## src/rtl/seg_message_driver_pkg.sv

```systemverilog
// rtl/seg_message_driver_pkg.sv - shared constants and helpers for the scrolling seven-segment message driver
package seg_message_driver_pkg;

    localparam int BUF_DEPTH = 16;

    localparam logic [6:0] SEG_HEX_0 = 7'b1000000;
    localparam logic [6:0] SEG_HEX_1 = 7'b1111001;
    localparam logic [6:0] SEG_HEX_2 = 7'b0100100;
    localparam logic [6:0] SEG_HEX_3 = 7'b0110000;
    localparam logic [6:0] SEG_HEX_4 = 7'b0011001;
    localparam logic [6:0] SEG_HEX_5 = 7'b0010010;
    localparam logic [6:0] SEG_HEX_6 = 7'b0000010;
    localparam logic [6:0] SEG_HEX_7 = 7'b1111000;
    localparam logic [6:0] SEG_HEX_8 = 7'b0000000;
    localparam logic [6:0] SEG_HEX_9 = 7'b0010000;
    localparam logic [6:0] SEG_HEX_A = 7'b0001000;
    localparam logic [6:0] SEG_HEX_B = 7'b0000011;
    localparam logic [6:0] SEG_HEX_C = 7'b1000110;
    localparam logic [6:0] SEG_HEX_D = 7'b0100001;
    localparam logic [6:0] SEG_HEX_E = 7'b0000110;
    localparam logic [6:0] SEG_HEX_F = 7'b0001110;

    localparam logic [6:0] SEG_BLANK = 7'b1111111;
    localparam logic [6:0] SEG_DASH  = 7'b0111111;

    localparam logic [3:0] AN_DIG0 = 4'b0111;
    localparam logic [3:0] AN_DIG1 = 4'b1011;
    localparam logic [3:0] AN_DIG2 = 4'b1101;
    localparam logic [3:0] AN_DIG3 = 4'b1110;

    typedef struct packed {
        logic       hit;
        logic [1:0] offset;
    } digit_sel_t;

    // Leftmost digit (AN_DIG0) shows the nibble at the scroll pointer.
    function automatic digit_sel_t decode_anode(input logic [3:0] an);
        digit_sel_t s;
        s = '{hit: 1'b0, offset: 2'd0};
        case (an)
            AN_DIG0: s = '{hit: 1'b1, offset: 2'd0};
            AN_DIG1: s = '{hit: 1'b1, offset: 2'd1};
            AN_DIG2: s = '{hit: 1'b1, offset: 2'd2};
            AN_DIG3: s = '{hit: 1'b1, offset: 2'd3};
            default: s = '{hit: 1'b0, offset: 2'd0};
        endcase
        return s;
    endfunction

endpackage

```

## src/rtl/seg_message_driver_if.sv

```systemverilog
// rtl/seg_message_driver_if.sv - received-byte stream from the UART into the message driver
interface seg_message_driver_if;
    logic [7:0] rx_data;
    logic       rx_valid;
    logic       rx_error;

    modport master (output rx_data, output rx_valid, output rx_error);
    modport slave  (input  rx_data, input  rx_valid, input  rx_error);
endinterface

```

## src/rtl/seg_message_driver_hex_to_seg.sv

```systemverilog
// rtl/seg_message_driver_hex_to_seg.sv - combinational nibble to active-low segment pattern
module hex_to_seg
    import seg_message_driver_pkg::*;
(
    input  logic [3:0] nibble_i,
    output logic [6:0] seg_o
);

    always_comb begin
        seg_o = SEG_BLANK;
        case (nibble_i)
            4'h0: seg_o = SEG_HEX_0;
            4'h1: seg_o = SEG_HEX_1;
            4'h2: seg_o = SEG_HEX_2;
            4'h3: seg_o = SEG_HEX_3;
            4'h4: seg_o = SEG_HEX_4;
            4'h5: seg_o = SEG_HEX_5;
            4'h6: seg_o = SEG_HEX_6;
            4'h7: seg_o = SEG_HEX_7;
            4'h8: seg_o = SEG_HEX_8;
            4'h9: seg_o = SEG_HEX_9;
            4'hA: seg_o = SEG_HEX_A;
            4'hB: seg_o = SEG_HEX_B;
            4'hC: seg_o = SEG_HEX_C;
            4'hD: seg_o = SEG_HEX_D;
            4'hE: seg_o = SEG_HEX_E;
            default: seg_o = SEG_HEX_F;
        endcase
    end

endmodule

```

## src/rtl/seg_message_driver.sv

```systemverilog
// rtl/seg_message_driver.sv - buffers UART bytes as nibbles and scrolls them across a four-digit display
module seg_message_driver
    import seg_message_driver_pkg::*;
#(
    parameter int SCROLL_TICKS = 50000000
)
(
    input  logic                       clock,
    input  logic                       reset,
    input  logic [3:0]                 anodeDelay,
    seg_message_driver_if.slave        rx,
    output logic [6:0]                 seg,
    output logic                       err_led
);

    localparam int TW = (SCROLL_TICKS > 2) ? $clog2(SCROLL_TICKS) : 1;

    logic [3:0]    msg_q [BUF_DEPTH];
    logic [3:0]    msg_d [BUF_DEPTH];
    logic [3:0]    wr_ptr_q, wr_ptr_d;
    logic [3:0]    scr_ptr_q, scr_ptr_d;
    logic [4:0]    fill_q, fill_d;
    logic [TW-1:0] tick_q, tick_d;
    logic          err_q, err_d;
    logic [6:0]    seg_q, seg_d;

    logic          tick;
    logic [3:0]    wr_ptr_inc;
    digit_sel_t    sel;
    logic [3:0]    rd_idx;
    logic [3:0]    rd_nib;
    logic [6:0]    hex_seg;

    assign tick       = (tick_q == TW'(SCROLL_TICKS - 1));
    assign wr_ptr_inc = wr_ptr_q + 4'd1;
    assign sel        = decode_anode(anodeDelay);
    assign rd_idx     = scr_ptr_q + {2'b00, sel.offset};
    assign rd_nib     = msg_q[rd_idx];

    hex_to_seg u_hex_to_seg (
        .nibble_i (rd_nib),
        .seg_o    (hex_seg)
    );

    always_comb begin
        msg_d     = msg_q;
        wr_ptr_d  = wr_ptr_q;
        fill_d    = fill_q;
        err_d     = err_q;
        scr_ptr_d = scr_ptr_q;
        seg_d     = seg_q;
        tick_d    = tick ? '0 : tick_q + 1'b1;

        // An error pulse wins over a coincident valid: the byte is dropped.
        if (rx.rx_error) begin
            err_d = 1'b1;
        end else if (rx.rx_valid) begin
            msg_d[wr_ptr_q]   = rx.rx_data[7:4];
            msg_d[wr_ptr_inc] = rx.rx_data[3:0];
            wr_ptr_d          = wr_ptr_q + 4'd2;
            fill_d            = (fill_q >= 5'd14) ? 5'd16 : fill_q + 5'd2;
            err_d             = 1'b0;
        end

        // Scroll decision deliberately looks at the pre-write fill level.
        if (tick) begin
            scr_ptr_d = (fill_q > 5'd4) ? scr_ptr_q + 4'd1 : 4'd0;
        end

        if (sel.hit) begin
            if (err_q) begin
                seg_d = SEG_DASH;
            end else if ((fill_q != 5'd16) && ({1'b0, rd_idx} >= fill_q)) begin
                seg_d = SEG_BLANK;
            end else begin
                seg_d = hex_seg;
            end
        end
    end

    always_ff @(posedge clock or negedge reset) begin
        if (!reset) begin
            for (int i = 0; i < BUF_DEPTH; i++) begin
                msg_q[i] <= 4'h0;
            end
            wr_ptr_q  <= 4'd0;
            scr_ptr_q <= 4'd0;
            fill_q    <= 5'd0;
            tick_q    <= '0;
            err_q     <= 1'b0;
            seg_q     <= SEG_BLANK;
        end else begin
            msg_q     <= msg_d;
            wr_ptr_q  <= wr_ptr_d;
            scr_ptr_q <= scr_ptr_d;
            fill_q    <= fill_d;
            tick_q    <= tick_d;
            err_q     <= err_d;
            seg_q     <= seg_d;
        end
    end

    assign seg     = seg_q;
    assign err_led = err_q;

endmodule

```

## src/flat_wrapper.sv

```systemverilog
// flat-port wrapper written by rule: the top's interface ports become plain ports
module seg_message_driver_flat import seg_message_driver_pkg::*;
#(
    parameter int SCROLL_TICKS = 50000000
)
  (clock, reset, anodeDelay, seg, err_led, rx_rx_data, rx_rx_valid, rx_rx_error);
  seg_message_driver_if rx_i ();
  input  logic clock;
  input  logic reset;
  input  logic [3:0] anodeDelay;
  output logic [6:0] seg;
  output logic err_led;
  input wire logic [$bits(rx_i.rx_data)-1:0] rx_rx_data;
  input wire logic [$bits(rx_i.rx_valid)-1:0] rx_rx_valid;
  input wire logic [$bits(rx_i.rx_error)-1:0] rx_rx_error;
  assign rx_i.rx_data = rx_rx_data;
  assign rx_i.rx_valid = rx_rx_valid;
  assign rx_i.rx_error = rx_rx_error;
  seg_message_driver #(.SCROLL_TICKS(SCROLL_TICKS)) u_core (.clock(clock), .reset(reset), .anodeDelay(anodeDelay), .rx(rx_i), .seg(seg), .err_led(err_led));
endmodule
```

## config.mk

```make
export PLATFORM = sky130hd
export DESIGN_NAME = seg_message_driver_flat
export DESIGN_NICKNAME = d
export VERILOG_FILES = /design/src/rtl/seg_message_driver_pkg.sv /design/src/rtl/seg_message_driver_if.sv /design/src/rtl/seg_message_driver_hex_to_seg.sv /design/src/rtl/seg_message_driver.sv /design/src/flat_wrapper.sv
export SDC_FILE = /design/constraint.sdc
export NUM_CORES = 1
export LEC_CHECK = 0
export CORE_MARGIN = 4
export CORE_UTILIZATION = 61
export DETAILED_ROUTE_END_ITERATION = 7
export GPL_ROUTABILITY_DRIVEN = 0
export PLACE_DENSITY = 0.87
export SETUP_SLACK_MARGIN = 0.4
export SYNTH_ARGS = -nofsm -noshare
export SYNTH_HDL_FRONTEND = slang
export SYNTH_SLANG_ARGS = --single-unit
```

## constraint.sdc

```tcl
create_clock -name clock -period 3.72 [get_ports clock]
set_clock_uncertainty 0.05 [all_clocks]
set_input_delay 0.93 -clock clock [delete_from_list [all_inputs] [get_ports clock]]
set_output_delay 0.93 -clock clock [all_outputs]
set_load 0.02 [all_outputs]
```

==> qor.csv <==
stage,metric,value,unit
yosys,syn_area,0.005518,mm²
yosys,synth_compound_area_share,6.190,%
yosys,synth_top_family_by_area,multiplexers,
cts,cts_tree,yes,
worst_setup_path,worstSetupStartpoint,anodeDelay[2],
yosys,yosysMostFrequentCell,dfrtp_1,
worst_setup_path,start_kind,input port,
min_path,hold_path_depth,1,
yosys,syn_nets,471,
worst_setup_path,cp_max_fo,8,
final_layout,drive_gt1_share,37.77,%
cts,clk-insertion-delay-late,0.38,ns
final_layout,syn_to_final_growth,19.37,%
yosys,synthCells,440,
yosys,synth_edf_count,0,
worst_setup_path,reg2reg_depth,12,
timing,hold_violations,0,
detailed_routing,drc_errors,0,
yosys,yosysWarnings,0,
timing,tightestPinTransition,0.7108,ns
yosys,syn_area_per_cell,12.54,µm²
pwr,ir_drop,0.3148,mV
worst_setup_path,crit_arrival,3.81,ns
timing,slew_headroom,51.95,%
run_status,outcome,"complete, no violations",
floorplan,core_area,0.008763,mm²
final_layout,seq_area,0.002736,mm²
grt,met2_usage,42.18,%
yosys,yosysTopAreaCellShare,46.26,%
worst_setup_path,cp_num_buf_inv,3,
detailed_routing,post_drt_via_cell_ratio,6.297,
detailed_routing,wl_per_cell,20.53,µm
cts,cts-hold-fix-buffers,0,
timing,min_period_over_period,95.11,%
grt,grt_pass1_vias,4012,
placed_design,dp_cells,595,
worst_setup_path,crit_path_frequent_cell,buf_6,
timing,slew_violations,0,
final_layout,instances_no_fill,619,
job,maxCapViolCount,0,
grt,grt_pass1_wl,20.62,mm
worst_setup_path,crit_required,4.00,ns
worst_setup_path,crit_path_cell_trace,buf_6 -> xor2_1 -> and3_1 -> ha_2 -> fa_1 -> buf_6 -> buf_12 -> mux2i_2 -> mux4_2 -> and3_4 -> o211ai_2 -> a21oi_1 -> o32a_1,
detailed_routing,firstDrtPassIters,5,
grt,grt-ovfl-total,0,
worst_setup_path,critical_path.reg2reg.startpoint,u_core.scr_ptr_q[0],
yosys,muxShareOfSynthArea,21.86,%
final_layout,antenna_cells,0,
floorplan,dieHeight,103.1,µm
timing,layout_min_cycle_time,3.538,ns
pwr,p_per_area,619.1,mW/mm²
timing,setup_violations,0,
placed_design,io_buffers,23,
floorplan,pin_count,24,
detailed_routing,wl,12.71,mm
yosys,ys_seq_area_share,49.59,%
worst_setup_path,crit_family,multiplexers,
grt,grt_max_degree,47,
final_layout,finish.net_count,537,
yosys,async_flop_share,100.0,%
worst_setup_path,slowest_stage,mux4_2,
floorplan,die_w,103.1,µm
yosys,synth-simple-area-share,11.43,%
yosys,synth-seq-cells,109,
cts,clock_tree.root_cell,clkbuf_8,
grt,grt_util_met3,5.210,%
grt,busiest_layer,met2,
detailed_routing,dr_total_vias,3898,
min_path,min_path_type,reg2reg,
pwr,report.power.total,4.078,mW
yosys,synth_xor_area_share,4.603,%
timing,rsz0062_at_grt,yes,
worst_setup_path,slowest_delay,0.49,ns
floorplan,initial_core_util,62.96,%
cts,cts_sinks,109,
yosys,synth_ff_type,dfrtp_1,
timing,tns,0,ns
detailed_routing,drtIter0Drc,219,
min_path,holdCritStartpoint,u_core.tick_q[0],
worst_setup_path,worst-path-stages,13,
cts,cts-buffers-inserted,9,
yosys,synthAdderAreaFrac,3.537,%
timing,whs,0.4154,ns
floorplan,die-area,0.01063,mm²
yosys,ys_types,61,
cts,cts_max_level,3,
final_layout,multi_input_area,0.002803,mm²
worst_setup_path,worstSetupPathType,in2reg,
grt,antenna_found_initial,0,
grt,grt_use_total,25.24,%
cts,clk_transition_reported_paths,0.12,ns
detailed_routing,ant_nets,0,
cts,cts_buffer_depth,2,
yosys,ys_top_cells_by_count,"102 x dfrtp_1, 65 x mux2_2, 31 x nor2_1",
final_layout,finalCoreUtilization,75.16,%
timing,fmax,0.2826,GHz
placed_design,dp_hpwl,8.028,mm
pwr,leakage,2.866,nW
final_layout,fillers,502,
yosys,synthTopCellsByArea,"dfrtp_1 46%, mux2_2 13%, mux4_2 3.7%",
yosys,synth_top_area_cell,dfrtp_1,
floorplan,rows,34,
worst_setup_path,end_kind,flop,
grt,grt_use_met1,33.96,%
[through the flow]
stage / area, µm² / setup slack [ns]
2_1_floorplan: 5579 / -0.05791
3_5_place_dp: 6141 / -0.6626
3_3_place_gp: 6141 / -0.5620
6_report: 6586 / 0.1820
4_1_cts: 6516 / 0.2124
5_1_grt: 6586 / 0.08152
[cells by family (layout without fill, tap and decap cells)]
| kind of cell | after synthesis | count (layout) |
|---|---|---|
| adders and majority gates | 15 | 15 |
| AOI/OAI and AO/OA | 47 | 47 |
| DFF | 109 | 109 |
| xor gates and xnor gates | 29 | 29 |
| buffers and inverters | 26 | 97 |
| muxes | 93 | 93 |
| and+or+nand+nor | 121 | 121 |
[metal layers]
layer / up-vias / share of wire, %
met4: 0 / 1.9
li1: 1746 / -
met1: 2002 / 42
met2: 129 / 51
met5: - / 0
met3: 21 / 4.7
[path summary, 6_finish.rpt]
path	endpoint	slack [ns]
setup / recovery	u_core.seg[4]	0.18
hold / removal	u_core.tick_q[0]	0.42
setup reg to reg	u_core.seg[5]	0.66
hold reg to reg	u_core.tick_q[0]	0.42
max in group asynchronous	u_core.seg[4]	2.27
min in group asynchronous	u_core.tick_q[11]	0.49
[layout by cell type, fill, tap and decap left out, types with 4 or more instances in the layout]
master / n
mux2_2: 64
xnor2_1: 16
mux2i_1: 12
nand4_1: 5
xor2_1: 13
nor2_1: 31
nand2_1: 21
clkbuf_8: 9
inv_1: 7
buf_4: 40
dfstp_2: 7
a21oi_1: 6
and3_1: 7
buf_6: 7
a21oi_2: 5
ha_1: 9
nand3_1: 23
dfrtp_1: 102
mux4_2: 10
mux4_1: 4
clkdlybuf4s50_1: 18
[where the power goes]
group | total [mW] | internal (mW) | switching (mW)
combinational | 1.44 | 0.807 | 0.634
clock | 0.792 | 0.336 | 0.456
sequential | 1.85 | 1.58 | 0.261
[sequential cells by signal (all words and copies together) (netlist names)]
signal / flops
u_core.fill_q: 4
u_core.seg: 7
u_core.wr_ptr_q: 3
u_core.msg_q: 64
u_core.err_led: 1
u_core.scr_ptr_q: 4
u_core.tick_q: 26
[timing repair]
| action | in CTS | in global routing |
|---|---|---|
| setup buffers | 4 | 3 |
| gates resized for setup | 43 | 11 |
| cloned | 1 | 0 |
| endpoints found under the setup margin | 7 | 7 |
| pin swaps | 13 | 4 |
[layout make-up]
cell class / instances / share of cell area (%)
multi-input combinational: 305 / 42.55
sequential: 109 / 41.55
timing repair buffer: 70 / 9.745
tap: 108 / 2.052
clock buffer: 9 / 1.881
clock inverter: 7 / 1.558
inverter: 11 / 0.6649
(Power assumes the default switching activity.)
